### src/rtl/wb_regfile.sv
// Writeback stage: selects load/ALU data, commits to a 32x XLEN register file (x0 = 0), two combinational read ports.
// Write latency one edge, reads zero cycles; optional WB_BYPASS_EN makes same-cycle reads write-first. No backpressure.
module wb_regfile #(
    parameter int XLEN  = 64,
    parameter int CNT_W = 32
) (
    input  logic             clk,
    input  logic             rst_n,
    input  logic [XLEN-1:0]  WB_ReadData,
    input  logic [XLEN-1:0]  WB_ALUResult,
    input  logic [4:0]       WB_Rd,
    input  logic             WB_MemtoReg,
    input  logic             WB_RegWrite,
    input  logic [4:0]       rs1,
    input  logic [4:0]       rs2,
    output logic [XLEN-1:0]  readdata1,
    output logic [XLEN-1:0]  readdata2,
    output logic [XLEN-1:0]  WB_WriteData,
    output logic [CNT_W-1:0] wb_count
);

    logic [XLEN-1:0]  regs_q [1:31];
    logic [CNT_W-1:0] cnt_q;
    logic [CNT_W-1:0] cnt_d;
    logic             commit;

    assign WB_WriteData = WB_MemtoReg ? WB_ReadData : WB_ALUResult;
    assign commit       = WB_RegWrite && (WB_Rd != 5'd0);
    assign cnt_d        = commit ? cnt_q + 1'b1 : cnt_q;
    assign wb_count     = cnt_q;

    always_ff @(posedge clk or negedge rst_n) begin
        if (!rst_n) begin
            for (int i = 1; i < 32; i++) begin
                regs_q[i] <= '0;
            end
            cnt_q <= '0;
        end else begin
            if (commit) begin
                regs_q[WB_Rd] <= WB_WriteData;
            end
            cnt_q <= cnt_d;
        end
    end

    always_comb begin
        readdata1 = '0;
        readdata2 = '0;
        if (rs1 != 5'd0) begin
            readdata1 = regs_q[rs1];
        end
        if (rs2 != 5'd0) begin
            readdata2 = regs_q[rs2];
        end
`ifdef WB_BYPASS_EN
        // Write-first: the in-flight commit is visible to ID in the same cycle.
        if (commit && (WB_Rd == rs1)) begin
            readdata1 = WB_WriteData;
        end
        if (commit && (WB_Rd == rs2)) begin
            readdata2 = WB_WriteData;
        end
`endif
    end

endmodule
### config.mk
export PLATFORM = sky130hd
export DESIGN_NAME = wb_regfile
export DESIGN_NICKNAME = d
export VERILOG_FILES = /design/src/rtl/wb_regfile.sv
export SDC_FILE = /design/constraint.sdc
export NUM_CORES = 2
export LEC_CHECK = 0
export CAP_MARGIN = 40
export CORE_MARGIN = 2
export CORE_UTILIZATION = 56
export DETAILED_ROUTE_END_ITERATION = 8
export PLACE_DENSITY = 0.77
export RECOVER_POWER = 100
export SETUP_SLACK_MARGIN = 0.05
export SLEW_MARGIN = 20
export SYNTH_ARGS = -nofsm -noshare
export SYNTH_HDL_FRONTEND = slang
export SYNTH_SLANG_ARGS = --single-unit
### constraint.sdc
create_clock -name clk -period 2.1 [get_ports clk]
set_input_delay 0.315 -clock clk [delete_from_list [all_inputs] [get_ports clk]]
set_output_delay 0.315 -clock clk [all_outputs]
set_load 0.05 [all_outputs]
==> impl_metrics.ini <==
[placement]
place.gp.congestion = 0.928
numPortBuffers = 370
place_area_sq_um = 123000
hpwl_um = 240000
place_ws_ps = -688

[finish]
final_nets = 10400
fillCellCount = 12100
fin_util_pct = 70.0
final_area_sq_um = 130000
layout-drive-gt1-share_pct = 27.8
syn_to_final_growth_pct = 24.2

[synth]
yosys_warnings = 0
yosysMostFrequentCell = dfrtp_1
syn_area_sq_um = 104000
synth_ff_type = dfrtp_1
ys_async_sr_fraction_pct = 100
netlist.area_leader.share_pct = 48.3
yosys-top-cells-count = dfrtp_1 (2016), nor2_1 (1162), a21oi_1 (1153)
synth-seq-cells = 2016
synth_area_per_cell_sq_um = 10.9
syn_nets = 9772
synth-edff-count = 0
synth_area_leader_cell = dfrtp_1
ys_top_cells_by_area = dfrtp_1 (48%), mux4_2 (17%), a21oi_1 (5.5%), mux2i_1 (4.3%), nor2_1 (4.2%)
synth_cell_type_count = 38
syn_inst = 9624
synth_sequential_area_ratio_pct = 48.3

[run_status]
violations = capacitance limit, slew limit, setup timing
outcome = finished, violations left

[grt]
grt_pass1_vias = 92900
grt_pass1_wl_um = 554000
grt_start_max_net_pins = 100
gr-total-overflow = 0
track_usage_pct = 38.2
antenna_found_initial = 4

[timing]
finalHoldViolCount = 0
fin_worst_skew_ps = 14.8
max_freq_ghz = 0.335
setup_tns_ps = -319870
slew-limit-headroom_pct = -40.2
hold-worst-slack_ps = 261
setup_violations = 2372
setup_ws_ps = -882
fin_crit_sh_pct = 142
period_minus_slack_ps = 2980
drv_slew = 52
tightest_slew_ps = 2100
grt_setup_unrepaired = true

[route]
wl_um = 366000
drt_iter0_drc = 11800
wl_per_cell_um = 28.3
drc = 0
first_pass_iters = 9
postRouteAntennaNets = 0
post_drt_via_cell_ratio = 6.94
num_vias = 89800

[run]
maxCapViolCount = 1

[worst_setup_path]
slowest_stage = mux4_2
start_kind = register
crit_family = compound AO/OA/AOI/OAI gates
max_stage_delay_ps = 450
crit_top_cell = buf_12
required_ps = 1780
crit_chain = mux4_2 -> a22o_1 -> o21ai_2 -> buf_4 -> o31ai_4 -> buf_12 -> buf_12
criticalPathCategory = register to output port
crit_buf_inv = 3
path_max_fanout = 3
cp.arrival_ps = 2670
endpoint_kind = output port

[floorplanning]
start_util_pct = 56.3
die_height_um = 436
die_w_um = 436
core_area_sq_um = 185000
pin_count = 371
die_area_sq_um = 190000
rows = 158

[clock_tree]
cts_buffers = 205
clock_path_buffers = 3
insertion_delay_ps = 880
clk_pin_slew_ps = 60
clkSinkCount = 2016
cts_root_buf = clkbuf_16
htree_levels = 4
cts_tree = done

[worst_hold_path]
min_path_type = primary input to register

[pwr]
peakVddDrop_mv = 0.844
power_density_nw_per_um2 = 1000
power.leakage_nw = 56.1
==> registers in the layout, summed over array words and instances, names as in the netlist <==
| name | count |
|---|---|
| regs_q | 1984 |
| wb_count | 32 |
==> layer usage <==
| metal | track usage [%] | share of wire (%) |
|---|---|---|
| met1 | 46.8 | 33 |
| met2 | 59.0 | 46 |
| met3 | 10.6 | 12 |
| met4 | 26.4 | 7.9 |
| met5 | 0 | 0.0041 |
==> metrics by stage <==
| step | instances | power (mW) |
|---|---|---|
| 5_1_grt | 12900 | 135 |
| 2_1_floorplan | 9624 | 76.1 |
| 4_1_cts | 12900 | 129 |
| 3_3_place_gp | 12500 | 86.3 |
| 6_report | 12900 | 130 |
| 3_5_place_dp | 12500 | 88.7 |
==> final timing paths <==
path / from / to / slack, ps / depth (start not counted)
setup / recovery: regs_q[278] / readdata1[22] / -880 / 7
hold / removal: WB_ReadData[60] / regs_q[1148] / 260 / 3
setup reg to reg: wb_count[6] / wb_count[29] / -20 / 5
hold reg to reg: wb_count[31] / wb_count[31] / 490 / 1
max in group asynchronous: rst_n / regs_q[1762] / -200 / 4
min in group asynchronous: rst_n / regs_q[1599] / 620 / 2
==> logic make-up after synthesis <==
logic type,Yosys count,synth area share (%)
flip-flops,2016,48.3
multiplexers,1346,22.2
AND/OR/NAND/NOR,2231,8.51
buffers and inverters,1117,4.73
AO/OA/AOI/OAI,2882,16.0
adder cells (fa/ha/maj),1,0.0120
XOR/XNOR,31,0.260
==> cell type report <==
class                      count  area [sq um]  area share, %
antenna                        3          7.51        0.00578
clock buffer                 288          5910           4.56
clock inverter                92          1360           1.05
inverter                      69           264          0.203
multi-input combinational   6491         51900           40.0
sequential                  2016         50500           38.9
tap                         2480          3100           2.39
timing repair buffer        1502         16800           12.9
==> power breakdown <==
part	total [mW]	internal [mW]	switching [mW]
Combinational	35.7	17.8	17.8
Sequential	55.0	47.5	7.47
Clock	39.6	23.4	16.3
==> cell usage in the layout (no fill, tap or decap), types with 9 or more instances in the layout <==
cell type / n
bufinv_16: 30
o21ai_1: 31
and2_1: 121
nand3_1: 14
clkdlybuf4s15_2: 17
dfrtp_1: 2014
nor2_1: 1161
a211oi_1: 86
xnor2_1: 24
clkdlybuf4s50_1: 133
mux2_2: 127
clkinvlp_4: 11
o22ai_1: 128
inv_1: 67
o31ai_4: 128
buf_6: 102
nor3_1: 16
a22o_1: 381
mux4_2: 768
clkbuf_8: 45
o21ai_0: 832
clkbuf_16: 207
mux2i_1: 427
and2_4: 9
clkbuf_2: 65
clkbuf_1: 67
a21oi_1: 1153
nand2_1: 844
clkbuf_4: 25
o21ai_2: 80
mux2i_2: 20
buf_4: 712
buf_12: 387
nand4_1: 22
a211oi_2: 40
buf_8: 18
o21ai_4: 17
clkinv_2: 40
==> timing repair <==
item	4_1_cts	5_1_grt
hold endpoints to repair	960	0
setup endpoints to repair	160	135
buffers inserted	44	61
pin swaps	263	104
gates resized for setup	254	45
hold buffers	1	0
==> worst min-delay path, stage by stage <==
cell and delay (ps):
clkdlybuf4s50_1 470, mux2i_2 140, a21oi_1 160
(Power assumes the default switching activity.)
